$ cat src/rtl/tlc_pkg.sv
// Shared traffic-light-controller definitions: interval addresses, default intervals, light codes.
// Latency: none (types and constants only).
// Backpressure: not applicable.
package tlc_pkg;

  // Interval register addresses; address 3 is reserved and reads as BASE.
  localparam logic [1:0] BASE_ADD = 2'd0;
  localparam logic [1:0] EXT_ADD  = 2'd1;
  localparam logic [1:0] YEL_ADD  = 2'd2;

  // Power-on interval lengths in seconds.
  localparam int DEF_BASE_SEC = 6;
  localparam int DEF_EXT_SEC  = 3;
  localparam int DEF_YEL_SEC  = 2;

  // Light code shared with the light FSM.
  typedef enum logic [1:0] {
    LIGHT_RED    = 2'd0,
    LIGHT_YELLOW = 2'd1,
    LIGHT_GREEN  = 2'd2,
    LIGHT_OFF    = 2'd3
  } light_t;

  // Map an interval address onto a real entry; the reserved code falls back to BASE.
  function automatic logic [1:0] entry_of(input logic [1:0] addr);
    return (addr == 2'd3) ? BASE_ADD : addr;
  endfunction

endpackage

$ cat src/rtl/tick_divider.sv
// Prescaler producing a one-second tick from the system clock while enabled.
// Latency: tick is combinational from the prescaler register, asserted on the wrap cycle.
// Backpressure: none; clear restarts the second from zero and suppresses the tick that cycle.
module tick_divider #(
  parameter int TICKS_PER_SEC = 50_000_000
) (
  input  logic clk,
  input  logic sys_reset_n,
  input  logic clear,
  input  logic enable,
  output logic tick
);

  localparam int PW = (TICKS_PER_SEC > 1) ? $clog2(TICKS_PER_SEC) : 1;
  localparam logic [PW-1:0] LAST = PW'(TICKS_PER_SEC - 1);

  logic [PW-1:0] presc;

  assign tick = enable && !clear && (presc == LAST);

  // Prescaler: cleared on (re)start or abort, otherwise counts 0..LAST while enabled.
  always_ff @(posedge clk) begin
    if (!sys_reset_n) begin
      presc <= '0;
    end else if (clear) begin
      presc <= '0;
    end else if (enable) begin
      presc <= (presc == LAST) ? '0 : presc + 1'b1;
    end
  end

endmodule

$ cat src/rtl/interval_timer.sv
// Programmable interval timer: counts the selected interval in seconds and pulses expired at the end.
// Latency: expired is high in the cycle after edge start+N*TICKS_PER_SEC; all outputs registered.
// Backpressure: none; start and programming strobes are accepted every cycle, programming aborts the count.
module interval_timer
  import tlc_pkg::*;
#(
  parameter int TICKS_PER_SEC = 50_000_000,
  parameter int CNT_W         = 4,
  parameter int DEF_BASE      = DEF_BASE_SEC,
  parameter int DEF_EXT       = DEF_EXT_SEC,
  parameter int DEF_YEL       = DEF_YEL_SEC
) (
  input  logic             clk,
  input  logic             sys_reset_n,
  input  logic             start_timer,
  input  logic [1:0]       interval_address,
  input  logic             prg_sync_in,
  input  logic [1:0]       prg_sel,
  input  logic [CNT_W-1:0] prg_value,
  output logic             expired,
  output logic             one_hz_enable,
  output logic [CNT_W-1:0] time_left
);

  logic [CNT_W-1:0] base_q, ext_q, yel_q;
  logic [CNT_W-1:0] start_value;
  logic [CNT_W-1:0] prg_clamped;
  logic [CNT_W-1:0] count;
  logic             running;
  logic             tick;

  // A strobe either restarts or aborts the count, so the second restarts from zero in both cases.
  tick_divider #(
    .TICKS_PER_SEC(TICKS_PER_SEC)
  ) u_tick_divider (
    .clk        (clk),
    .sys_reset_n(sys_reset_n),
    .clear      (start_timer | prg_sync_in),
    .enable     (running),
    .tick       (tick)
  );

  assign prg_clamped = (prg_value == '0) ? CNT_W'(1) : prg_value;
  assign time_left   = count;

  // Interval lookup for a start; the reserved address reads BASE.
  always_comb begin
    start_value = base_q;
    case (entry_of(interval_address))
      EXT_ADD: start_value = ext_q;
      YEL_ADD: start_value = yel_q;
      default: start_value = base_q;
    endcase
  end

  // Interval register file: defaults on reset, clamped writes from the programming strobe.
  always_ff @(posedge clk) begin
    if (!sys_reset_n) begin
      base_q <= CNT_W'(DEF_BASE);
      ext_q  <= CNT_W'(DEF_EXT);
      yel_q  <= CNT_W'(DEF_YEL);
    end else if (prg_sync_in) begin
      case (prg_sel)
        BASE_ADD: base_q <= prg_clamped;
        EXT_ADD:  ext_q  <= prg_clamped;
        YEL_ADD:  yel_q  <= prg_clamped;
        default:  ;
      endcase
    end
  end

  // Down-counter with priority programming abort > start > tick; expiry on the tick that leaves zero.
  always_ff @(posedge clk) begin
    if (!sys_reset_n) begin
      count         <= '0;
      running       <= 1'b0;
      expired       <= 1'b0;
      one_hz_enable <= 1'b0;
    end else begin
      expired       <= 1'b0;
      one_hz_enable <= tick;
      if (prg_sync_in) begin
        count   <= '0;
        running <= 1'b0;
      end else if (start_timer) begin
        count   <= start_value;
        running <= 1'b1;
      end else if (tick) begin
        count <= count - 1'b1;
        if (count == CNT_W'(1)) begin
          running <= 1'b0;
          expired <= 1'b1;
        end
      end
    end
  end

endmodule

$ cat config.mk
export PLATFORM = sky130hd
export DESIGN_NAME = interval_timer
export DESIGN_NICKNAME = d
export VERILOG_FILES = /design/src/rtl/tlc_pkg.sv /design/src/rtl/tick_divider.sv /design/src/rtl/interval_timer.sv
export SDC_FILE = /design/constraint.sdc
export NUM_CORES = 1
export LEC_CHECK = 0
export CAP_MARGIN = 20
export CORE_UTILIZATION = 56
export CTS_CLUSTER_DIAMETER = 40
export CTS_CLUSTER_SIZE = 28
export DETAILED_ROUTE_END_ITERATION = 16
export PLACE_DENSITY = 0.86
export SLEW_MARGIN = 20
export SYNTH_ARGS = -nofsm -noshare
export SYNTH_HDL_FRONTEND = slang
export SYNTH_SLANG_ARGS = --single-unit
$ cat constraint.sdc
create_clock -name clk -period 2.5 [get_ports clk]
set_input_delay 0.5 -clock clk [delete_from_list [all_inputs] [get_ports clk]]
set_output_delay 0.5 -clock clk [all_outputs]
set_load 0.005 [all_outputs]
# Yosys cells after proc, flatten, opt, wreduce, memory -nomap -nowiden

Index checks and enable logic that the tools add are counted.

Register bits after elaboration: 45
Latch bits: 0
Memory bits (writable): 0
Memory bits (read-only): 0
Input bits: 12
Output and inout bits: 6
Word-level logic and storage cells: 44
Memories: 0

Add/subtract/negate cells: 2
Multipliers: 0
Div/mod/pow operators: 0
$lt $le $gt $ge: 0
Eq/ne operators: 7
Shift-type cells: 0
Muxes and demuxes: 10
Bitwise logic cells: 3
Reductions and logical operators: 14

Operators with widths:

| cell                  | count |
|---|---|
| $add 26x1->26 const B | 1 |
| $eq 26x26->1 const B  | 1 |
| $mux 26               | 1 |
| $mux 4                | 3 |
| $pmux 4 s2            | 1 |
| $reduce_and 2->1      | 4 |
| $eq 2x2->1 const B    | 3 |
| $eq 2x1->1 const B    | 2 |
| $eq 4x1->1 const B    | 1 |
| $logic_not 4->1       | 1 |
| $mux 1                | 4 |
| $reduce_bool 2->1     | 2 |
| $reduce_or 2->1       | 2 |
| $reduce_or 4->1       | 1 |
| $sub 4x1->4 const B   | 1 |
| $logic_and 1x1->1     | 2 |
| $logic_not 2->1       | 1 |
| $mux 2                | 1 |
| $not 1->1             | 2 |
| $logic_not 1->1       | 1 |
| $or 1x1->1            | 1 |

# Logic depth before layout (Yosys ltp)

Gate-level depths: netlist of the first run.

Depth in word-level cells: 6
Gate-level depth with buffers: 7
Gate-level depth less buffers: 6

# Hierarchy

A second synthesis of the first run with hierarchy kept.

Cell total of the unflattened synthesis: 246
Area total of the unflattened synthesis: 2278.4 um2

Modules (own cells, without submodules):

| module         | instances | cells an instance | area each (um2) | sequential area each (um2) |
|---|---|---|---|---|
| tick_divider   | 1         | 155               | 1375.1          | 520.5 |
| interval_timer | 1         | 91                | 903.4           | 380.4 |

# Worst setup path before layout of the first run

OpenSTA, ideal clock, no wires.

Path kind: reg2reg
Start point: reg u_tick_divider.presc[0]
End point: reg u_tick_divider.presc[24]
Library setup time: 66 ps
Data arrival time: 1887 ps
Required time: 2434 ps
Slack: 547 ps
Stages on the path, launching flop included: 8
Buffers on the path: 2
Period minus slack after synthesis: 1953 ps
Cell sequence: dfxtp_1 ha_1 buf_2 nand4_1 or4_1 buf_2 or4_4 a21oi_2

Cells in the longest elaborated chain, start to end: 2
Elaborated cells between the ends (all ways): 3
Classes of those cells: add/sub (1); eq/ne (1); mux (1)

Ends and longest elaborated chain:

| what                                                 | line               | source |
|---|---|---|
| from (decl)                                          | tick_divider.sv:17 | `logic [PW-1:0] presc;` |
| from (signal assigned)                               | tick_divider.sv:28 | `presc <= (presc == LAST) ? '0 : presc + 1'b1;` |
| $add 26x1->26 / $eq 26x26->1 (equally long branches) | tick_divider.sv:28 |  |
| $mux 26 (*)                                          | tick_divider.sv:28 |  |

Mark *: on every way between the ends. The rest lies on a longest branch, timed or not.
A chain may end at the register's enable or synchronous reset.

# Final worst setup path of the first run

Ends and elaborated chain as after synthesis.

==> summary.md, run 1 <==
| Metric | Value |
|---|---|
| Synth async-reset ratio | 0% |
| Post-synthesis mux area share | 3.43% |
| Via Count | 2123 |
| GRT Residual Overflow | 0 |
| Reg2reg setup slack | 0.43 ns |
| Fmax | 484 MHz |
| # resized after CTS | 0 |
| Io pins | 18 |
| Syn_nets | 289 |
| RSZ-0062 raised after global routing | no |
| Mean post-synth cell area | 8.58 um^2 |
| Max Cap Viol | 0 |
| Starting Density | 58.4% |
| Xor/xnor share of the synthesized area | 3.38% |
| CTS Buffer Depth | 2 |
| DRC Markers | 0 |
| Ys Warns | 0 |
| TritonCTS clock tree | yes |
| Final setup vio count | 0 |
| Yosys top cell by area | dfxtp_1 |
| Fill cell count | 330 |
| Worst-path maximum fanout | 9 |
| Endpoints failing hold | 0 |
| Drt pass-1 iters | 4 |
| DRT iter0 DRCs | 178 |
| Cell Count Post-Placement | 332 |
| Diode count | 0 |
| Initial antenna violation count | 0 |
| Synth Flop Type | dfxtp_1 |
| Post-Synthesis Cells | 272 |
| Detail Route Antenna Nets | 0 |
| Hold WC Path Type | reg -> reg |
| Worst EP arrival | 2.31 ns |
| Crit Path Class | reg -> reg |
| Wirelength per Cell | 15.3 um |
| Slew Limit Headroom | 67.3% |
| Hold path depth | 2 |
| Area share of fa/ha/maj cells after synthesis | 2.68% |
| Vias in the first global route | 1879 |
| Port bufs | 17 |
| Seq/Total Area, Yosys | 38.6% |
| Slack of the critical path | 0.433 ns |
| Synth top area share | 38.6% |
| # Post-CTS Setup Buffers | 0 |
| CP Launch Point | u_tick_divider.presc[0]$_SDFFE_PP0P_ |
| Final min period | 2.07 ns |
| Leakage | 0.867 nW |
| Slew Viols, Final | 0 |
| Cts bufs inserted | 5 |
| Fraction of the mapped netlist area in simple logic gates | 32.4% |
| Setup crit end kind | register |
| Startpoint types | register |
| Synth-to-layout area growth | 14.5% |
| Worst-Skew Late Latency | 0.30 ns |
| PwrDens | 527 mW/mm^2 |
| Layout net count | 306 |
| Clock skew | 0.00938 ns |
| Crit path required time | 2.74 ns |
| H-tree depth | 2 |
| Fraction of layout instances using a drive strength above 1 | 9.66% |
| Yosys cell types | 48 |
| Most frequent cell after synthesis | dfxtp_1 |
| Clk sink count | 45 |
| Chip width | 66.6 um |
| Sum Neg Setup Slack | 0 ns |
| Worst vdd ir | 0.359 mV |
| Hold path startpoint | ext_q[1]$_SDFFE_PN1P_ |
| Pin count of the biggest net entering global routing | 22 |
| Worst slack at placement | 0.368 ns |
| Synth cell count leaders | dfxtp_1, nand2_1, nor2_1 |
| Synthesized flop and latch total | 45 |
| Reg2reg start | u_tick_divider.presc[0]$_SDFFE_PP0P_ |
| Hpwl dp | 3760 um |
| Hold worst-path end | ext_q[1]$_SDFFE_PN1P_ |
| Netlist Area Pre-Place | 0.00233 mm^2 |
| Clk root buf | clkbuf_8 |
| Largest family of logic cells by synthesized area | simple AND/OR/NAND/NOR gates |
| Hold Buf Count CTS | 0 |
| Global-route wire length before repair | 8470 um |
| Slew @ Worst Pin | 0.477 ns |
| Site Rows | 23 |
| Reg2Reg Depth | 5 |
| Synth area leaders | dfxtp_1, nand2_1, mux2i_1, a21oi_1, or3_1 |
| Synth Area in Compound Gates | 15.7% |
| Core Area | 0.00400 mm^2 |
| Final period util | 82.7% |
| Post-synth EDFFs | 0 |
| Die Y | 66.6 um |
| Final Non-Filler Cells | 340 |
| Gr usage total | 25.2% |
| Placer Congestion | 0.908 |
| Worst r2r dst | u_tick_divider.presc[24]$_SDFFE_PP0P_ |
| Status | completed |
| Clk slew on worst S/H paths | 0.09 ns |
| WL final | 5200 um |
| Full die area | 0.00443 mm^2 |
| Vias per inst | 6.24 |
per-layer routing:
| layer | track usage [%] | routed length, um | up-vias |
|---|---|---|---|
| met2 | 43.3 | 2540 | 53 |
| li1 | - | - | 1044 |
| met1 | 30.3 | 2340 | 1018 |
| met4 | 9.04 | 88 | 0 |
| met5 | 0 | 0 | - |
| met3 | 5.65 | 228 | 8 |
cell type report:
cell class | instances | area (um^2) | area share [%]
Clock buffer | 7 | 86.3 | 3.23
Clock inverter | 1 | 30.0 | 1.12
Inverter | 10 | 37.5 | 1.40
Multi-Input combinational cell | 205 | 1350 | 50.4
Sequential cell | 45 | 901 | 33.7
Tap cell | 50 | 62.6 | 2.34
Timing Repair Buffer | 22 | 208 | 7.77
registers in the layout, indices dropped and copies added (netlist names):
| name | count |
|---|---|
| running | 1 |
| time_left | 4 |
| ext_q | 4 |
| one_hz_enable | 1 |
| yel_q | 4 |
| expired | 1 |
| base_q | 4 |
| u_tick_divider.presc | 26 |
placed cells by master, fill, tap and decap left out, drive strengths merged, types with 5 or more instances in the layout:
cell           Yosys  final
a21oi             19     19
and4               6      6
buf                6      5
clkbuf             6      7
clkdlybuf4s50      0     17
dfxtp             45     45
ha                 5      5
inv               10     10
mux2i              8      8
nand2             25     25
nand3             15     15
nand4             10     10
nor2              16     16
nor2b              6      6
nor3               6      6
nor4               6      6
o21ai             12     12
o31ai              6      6
or3               12     12
or4                6      6
xor2               6      6
cell families after synthesis:
logic type | count (synthesis)
buf+inv | 22
simple gates | 128
fa+ha+maj | 5
mux | 8
flops | 45
compound gates | 55
xor+xnor | 9
metrics by stage:
stage               utilization, %  total power [mW]  instance area [um^2]  hold slack, ns
floorplan                        -             0.807                  2330           0.441
global placement              63.9             0.849                  2560           0.453
detailed placement            63.9             0.852                  2560           0.462
CTS                           66.8              1.41                  2670           0.485
global route                  66.8              1.45                  2670           0.509
finish                        66.8              1.41                  2670           0.485
worst max-delay path, cell delays in order, from the launching register on:
cell and delay (ns):
dfxtp_1 0.39, ha_1 0.23, nand4_1 0.13, or4_1 0.60, or4_4 0.54, a21oi_2 0.13
worst max-delay path by stage:
stage	to	slack [ns]	cells past startpoint
floorplan	u_tick_divider.presc[24]$_SDFFE_PP0P_	0.55	7
global route	u_tick_divider.presc[24]$_SDFFE_PP0P_	0.35	5
finish	u_tick_divider.presc[24]$_SDFFE_PP0P_	0.43	5
CTS	u_tick_divider.presc[24]$_SDFFE_PP0P_	0.44	5
detailed placement	time_left[3]$_SDFFE_PP0P_	0.37	7
global placement	time_left[3]$_SDFFE_PP0P_	0.41	7
power breakdown:
group | switching [mW] | internal (mW)
registers | 0.00897 | 0.727
logic | 0.0516 | 0.0496
clock network | 0.245 | 0.326
Power figures use the tool's default switching activity.
==> inputs of run 2 (changes only) <==
Settings changed: CORE_UTILIZATION 56 to 52, PLACE_DENSITY 0.86 to 0.84.
Clock period 2.5 ns to 1.9 ns, I/O delays scaled along.
==> summary.md, run 2 (synthesis gave the netlist of run 1 again) <==
| Metric | Value |
|---|---|
| Status | completed |
| Worst EP arrival | 2.11 ns |
| Reg2reg start | u_tick_divider.presc[1]$_SDFFE_PP0P_ |
| Vias in the first global route | 2268 |
| Clk root buf | clkbuf_8 |
| Max Cap Viol | 0 |
| Hold path startpoint | base_q[2]$_SDFFE_PN1P_ |
| Via Count | 2309 |
| Clk sink count | 45 |
| Leakage | 1.06 nW |
| Core Area | 0.00432 mm^2 |
| Layout net count | 343 |
| Fraction of layout instances using a drive strength above 1 | 25.8% |
| Worst-Skew Late Latency | 0.30 ns |
| Register area | 913 um^2 |
| Chip width | 69.0 um |
| Setup crit end kind | register |
| Hold path depth | 2 |
| Cell Chain, Critical Path | ha_4, nand4_1, or4_4, or4_4, a21oi_2 |
| Synth-to-layout area growth | 29.7% |
| Hold worst-path end | base_q[2]$_SDFFE_PN1P_ |
| Gr usage total | 26.0% |
| Biggest register | u_tick_divider.presc |
| Final setup vio count | 0 |
| Worst r2r dst | u_tick_divider.presc[24]$_SDFFE_PP0P_ |
| Worst slack at placement | -0.101 ns |
| Hold WC Path Type | reg -> reg |
| Top delay family on crit path | simple AND/OR/NAND/NOR gates |
| TritonCTS clock tree | yes |
| Max reg flops | 26 |
| Sum Neg Setup Slack | 0 ns |
| Final min period | 1.87 ns |
| Final period util | 98.5% |
| Placer Congestion | 0.878 |
| Vias per inst | 6.11 |
| Slew Viols, Final | 0 |
| Slack of the critical path | 0.0283 ns |
| Site Rows | 24 |
| Full die area | 0.00476 mm^2 |
| Global-route wire length before repair | 10200 um |
| # Post-CTS Setup Buffers | 0 |
| Reg2Reg Depth | 5 |
| CTS Buffer Depth | 2 |
| Port bufs | 17 |
| Startpoint types | register |
| Fmax | 534 MHz |
| Diode count | 0 |
| Initial antenna violation count | 0 |
| Worst vdd ir | 0.333 mV |
| Starting Density | 54.0% |
| Top cell by count, worst path | or4_4 |
| Hpwl dp | 4550 um |
| PwrDens | 599 mW/mm^2 |
| Pin count of the biggest net entering global routing | 22 |
| Cts bufs inserted | 5 |
| CP max stage delay | 0.58 ns |
| Hold Buf Count CTS | 0 |
| H-tree depth | 2 |
| Endpoints failing hold | 0 |
| Slew Limit Headroom | 71.3% |
| Pwr Total | 1.82 mW |
| Slew @ Worst Pin | 0.425 ns |
| DRC Markers | 0 |
| Clk slew on worst S/H paths | 0.08 ns |
| Die Y | 69.0 um |
| Crit Path Class | reg -> reg |
| Clock skew | 0.00814 ns |
| Crit path required time | 2.14 ns |
| Reg2reg setup slack | 0.03 ns |
| Detail Route Antenna Nets | 0 |
| Wirelength per Cell | 15.7 um |
| Io pins | 18 |
| Multi-input gate area | 0.00141 mm^2 |
| DRT iter0 DRCs | 184 |
| Crit path buf inv count | 0 |
| CP max stage cell | or4_4 |
| Drt pass-1 iters | 4 |
| Fill cell count | 315 |
| Worst-path maximum fanout | 8 |
| GRT Residual Overflow | 0 |
| WL final | 5930 um |
| Most common cell after layout, fill and taps aside | buf_4 |
| Most frequent cells in the layout | buf_4, dfxtp_1, nand2_1 |
run 2: cell types whose count changed in the layout (fill, tap and decap cells not counted), moves of 2 or more:
| cell | delta |
|---|---|
| or4_4 | +2 |
| buf_4 | +36 |
| dfxtp_1 | -10 |
| dfxtp_2 | +10 |
| nor4bb_1 | -2 |
| or4_1 | -2 |
run 2: repair_timing:
action / 4_1_cts / 5_1_grt
resized for setup: 3 / 15
pin swaps: 0 / 0
setup endpoints to repair: 20 / 26
run 2: per-stage QoR:
step	hold slack (ns)	instances	util, %	cell area, um^2
after floorplan	0.441	272	-	2360
after global placement	0.456	371	66.3	2870
after detailed placement	0.470	371	66.3	2870
after CTS	0.491	378	69.0	2980
after global routing	0.523	378	70.0	3030
final	0.489	378	70.0	3030
run 2: worst max-delay path by stage:
stage	start	to	slack [ns]	cells after the start
final	u_tick_divider.presc[1]$_SDFFE_PP0P_	u_tick_divider.presc[24]$_SDFFE_PP0P_	0.03	5
after global routing	u_tick_divider.presc[13]$_SDFFE_PP0P_	u_tick_divider.presc[25]$_SDFFE_PP0P_	-0.005	4
after CTS	u_tick_divider.presc[9]$_SDFFE_PP0P_	u_tick_divider.presc[9]$_SDFFE_PP0P_	0.009	6
after detailed placement	interval_address[0]	time_left[3]$_SDFFE_PP0P_	-0.10	7
after global placement	interval_address[0]	time_left[3]$_SDFFE_PP0P_	-0.03	7
after floorplan	u_tick_divider.presc[11]$_SDFFE_PP0P_	u_tick_divider.presc[21]$_SDFFE_PP0P_	0.04	5
run 2: cell type report:
| cell class | count | area share (%) |
|---|---|---|
| multi-input cells | 205 | 46.6 |
| repair buffers | 59 | 16.4 |
| inverters | 10 | 1.24 |
| clock inverters | 2 | 1.16 |
| clock buffers | 5 | 2.27 |
| flip-flops and latches | 45 | 30.2 |
| well taps | 52 | 2.15 |
run 2: tightest hold or removal path: stages, from the launching register on:
cell and delay (ns):
dfxtp_1 0.34, mux2i_1 0.07, nand2_1 0.06
run 2: power breakdown:
group          internal [mW]  switching [mW]
registers              0.956          0.0111
logic                 0.0769          0.0716
clock network          0.382           0.317
total                   1.42           0.399
run 2: metal layers:
metal	up-vias	global-route usage, %	wire length [um]
met3	17	3.95	229
met2	75	45.2	3030
li1	1115	-	-
met4	0	12.5	147
met1	1102	31.2	2530
met5	-	0	0
==> inputs of run 3 (changes only) <==
Settings changed: CTS_BUF_LIST set to sky130_fd_sc_hd__clkbuf_16, TNS_END_PERCENT set to 10.
==> summary.md, run 3 (synthesis gave the netlist of run 1 again) <==
| Metric | Value |
|---|---|
| Worst slack at placement | -0.101 ns |
| Post-Route Utilization | 71.2% |
| Synth-to-layout area growth | 31.9% |
| CP max stage cell | or4b_2 |
| Clock skew | 0.00418 ns |
| Fmax | 536 MHz |
| Slew Viols, Final | 0 |
| Diode count | 0 |
| Site Rows | 24 |
| Vias in the first global route | 2325 |
| Chip width | 69.0 um |
| Leakage | 1.09 nW |
| TritonCTS clock tree | yes |
| # Post-CTS Setup Buffers | 0 |
| Slew @ Worst Pin | 0.450 ns |
| WL final | 6100 um |
| Placer Congestion | 0.878 |
| Hold WS | 0.483 ns |
| Vias per inst | 6.14 |
| Detail Route Antenna Nets | 0 |
| Hold path depth | 2 |
| Clk slew on worst S/H paths | 0.06 ns |
| Most frequent cells in the layout | buf_4, dfxtp_1, nand2_1 |
| Cts bufs inserted | 5 |
| Hold WC Path Type | reg -> reg |
| Seq pwr share | 46.7% |
| Fraction of layout instances using a drive strength above 1 | 24.5% |
| GRT Residual Overflow | 0 |
| Clk sink count | 45 |
| Drt pass-1 iters | 4 |
| Worst-path maximum fanout | 4 |
| Port bufs | 17 |
| Startpoint types | register |
| Worst r2r dst | u_tick_divider.presc[12]$_SDFFE_PP0P_ |
| Most common cell after layout, fill and taps aside | buf_4 |
| Die Y | 69.0 um |
| Sum Neg Setup Slack | 0 ns |
| Max reg flops | 26 |
| Full die area | 0.00476 mm^2 |
| Worst EP arrival | 2.09 ns |
| H-tree depth | 2 |
| Worst-Skew Late Latency | 0.29 ns |
| Crit Path Class | reg -> reg |
| Final setup vio count | 0 |
| Clock power share | 46.1% |
| Worst vdd ir | 0.423 mV |
| Slack of the critical path | 0.0327 ns |
| Hold path startpoint | base_q[2]$_SDFFE_PN1P_ |
| P_int | 1.64 mW |
| Hold worst-path end | base_q[2]$_SDFFE_PN1P_ |
| Reg2reg start | u_tick_divider.presc[7]$_SDFFE_PP0P_ |
| P_sw | 430 uW |
| Pin count of the biggest net entering global routing | 22 |
| Gr usage total | 27.1% |
| Fill cell count | 317 |
| Wirelength per Cell | 16.1 um |
| Reg2reg setup slack | 0.03 ns |
| Pwr Total | 2.07 mW |
| RSZ-0062 raised after global routing | yes |
| DRT iter0 DRCs | 167 |
| Sw frac | 20.7% |
| Initial antenna violation count | 0 |
| Layout net count | 343 |
| Logic pwr share | 7.2% |
| Status | completed |
| CTS Buffer Depth | 2 |
| Via Count | 2320 |
| DRC Markers | 0 |
| PwrDens | 674 mW/mm^2 |
| Final period util | 98.3% |
| Hpwl dp | 4550 um |
| Clk root buf | clkbuf_16 |
| Global-route wire length before repair | 10500 um |
| CP max stage delay | 0.65 ns |
| Slew Limit Headroom | 69.7% |
| Core Area | 0.00432 mm^2 |
| Setup crit end kind | register |
| Io pins | 18 |
| Starting Density | 54.0% |
| Endpoints failing hold | 0 |
| Cell Chain, Critical Path | nand3_2, buf_4, or4b_2, or3_1, a21oi_1 |
| Crit path required time | 2.12 ns |
| Final min period | 1.87 ns |
| Reg2Reg Depth | 5 |
| Biggest register | u_tick_divider.presc |
| Max Cap Viol | 0 |
-- run 3: cell count changes in the layout (fill, tap and decap cells not counted) --
cell | before | now
dfxtp_1 | 35 | 39
dfxtp_2 | 10 | 6
o31ai_1 | 4 | 5
clkbuf_8 | 5 | 0
clkbuf_16 | 0 | 5
nor4b_1 | 1 | 0
o31ai_2 | 2 | 1
nor4b_2 | 0 | 1
-- run 3: layer usage --
metal	track usage [%]	up-vias	share of wire (%)
met5	0	-	0
met1	30.8	1120	42
met4	13.2	0	2.8
met2	47.2	58	51
met3	6.73	19	3.8
li1	-	1123	-
-- run 3: cell type report --
type,count,area (um^2),area share [%]
clock buffer,5,125,4.06
clock inverter,2,35.0,1.14
inverter,10,37.5,1.22
multi-input combinational,205,1410,45.8
sequential,45,908,29.5
tap,52,65.1,2.11
timing repair buffer,59,498,16.2
-- run 3: per-stage QoR --
step	cells	instance area [um^2]
after floorplan	272	2360
after global placement	371	2870
after detailed placement	371	2870
after CTS	378	3040
after global routing	378	3080
final	378	3080
-- run 3: worst max-delay path, delay by kind of cell, from the launching register on --
family	cells	cell delay, ns
AO/OA/AOI/OAI	1	0.14
AND/OR/NAND/NOR	3	1.09
buffers and inverters	1	0.16
flip-flops	1	0.42
-- run 3: power by group through the flow --
stage | sequential [mW] | clock, mW | combinational, mW
after floorplan | 0.986 | 0 | 0.0754
after global placement | 0.989 | 0 | 0.140
after detailed placement | 0.990 | 0 | 0.147
after CTS | 0.969 | 0.973 | 0.148
after global routing | 0.970 | 1.01 | 0.164
final | 0.969 | 0.956 | 0.149
-- run 3: what timing repair did --
action,CTS,global route
hold buffers,0,0
setup endpoints to repair,14,26
endpoints found under the hold margin,0,0
gates resized for setup,5,9
-- run 3: worst max-delay path by stage --
stage / endpoint / slack [ns] / from / cells past startpoint
after floorplan: u_tick_divider.presc[21]$_SDFFE_PP0P_ / 0.04 / u_tick_divider.presc[11]$_SDFFE_PP0P_ / 5
after global placement: time_left[3]$_SDFFE_PP0P_ / -0.03 / interval_address[0] / 7
after detailed placement: time_left[3]$_SDFFE_PP0P_ / -0.10 / interval_address[0] / 7
after CTS: u_tick_divider.presc[11]$_SDFFE_PP0P_ / 0.01 / u_tick_divider.presc[9]$_SDFFE_PP0P_ / 6
after global routing: u_tick_divider.presc[25]$_SDFFE_PP0P_ / -0.03 / u_tick_divider.presc[12]$_SDFFE_PP0P_ / 4
final: u_tick_divider.presc[12]$_SDFFE_PP0P_ / 0.03 / u_tick_divider.presc[7]$_SDFFE_PP0P_ / 5
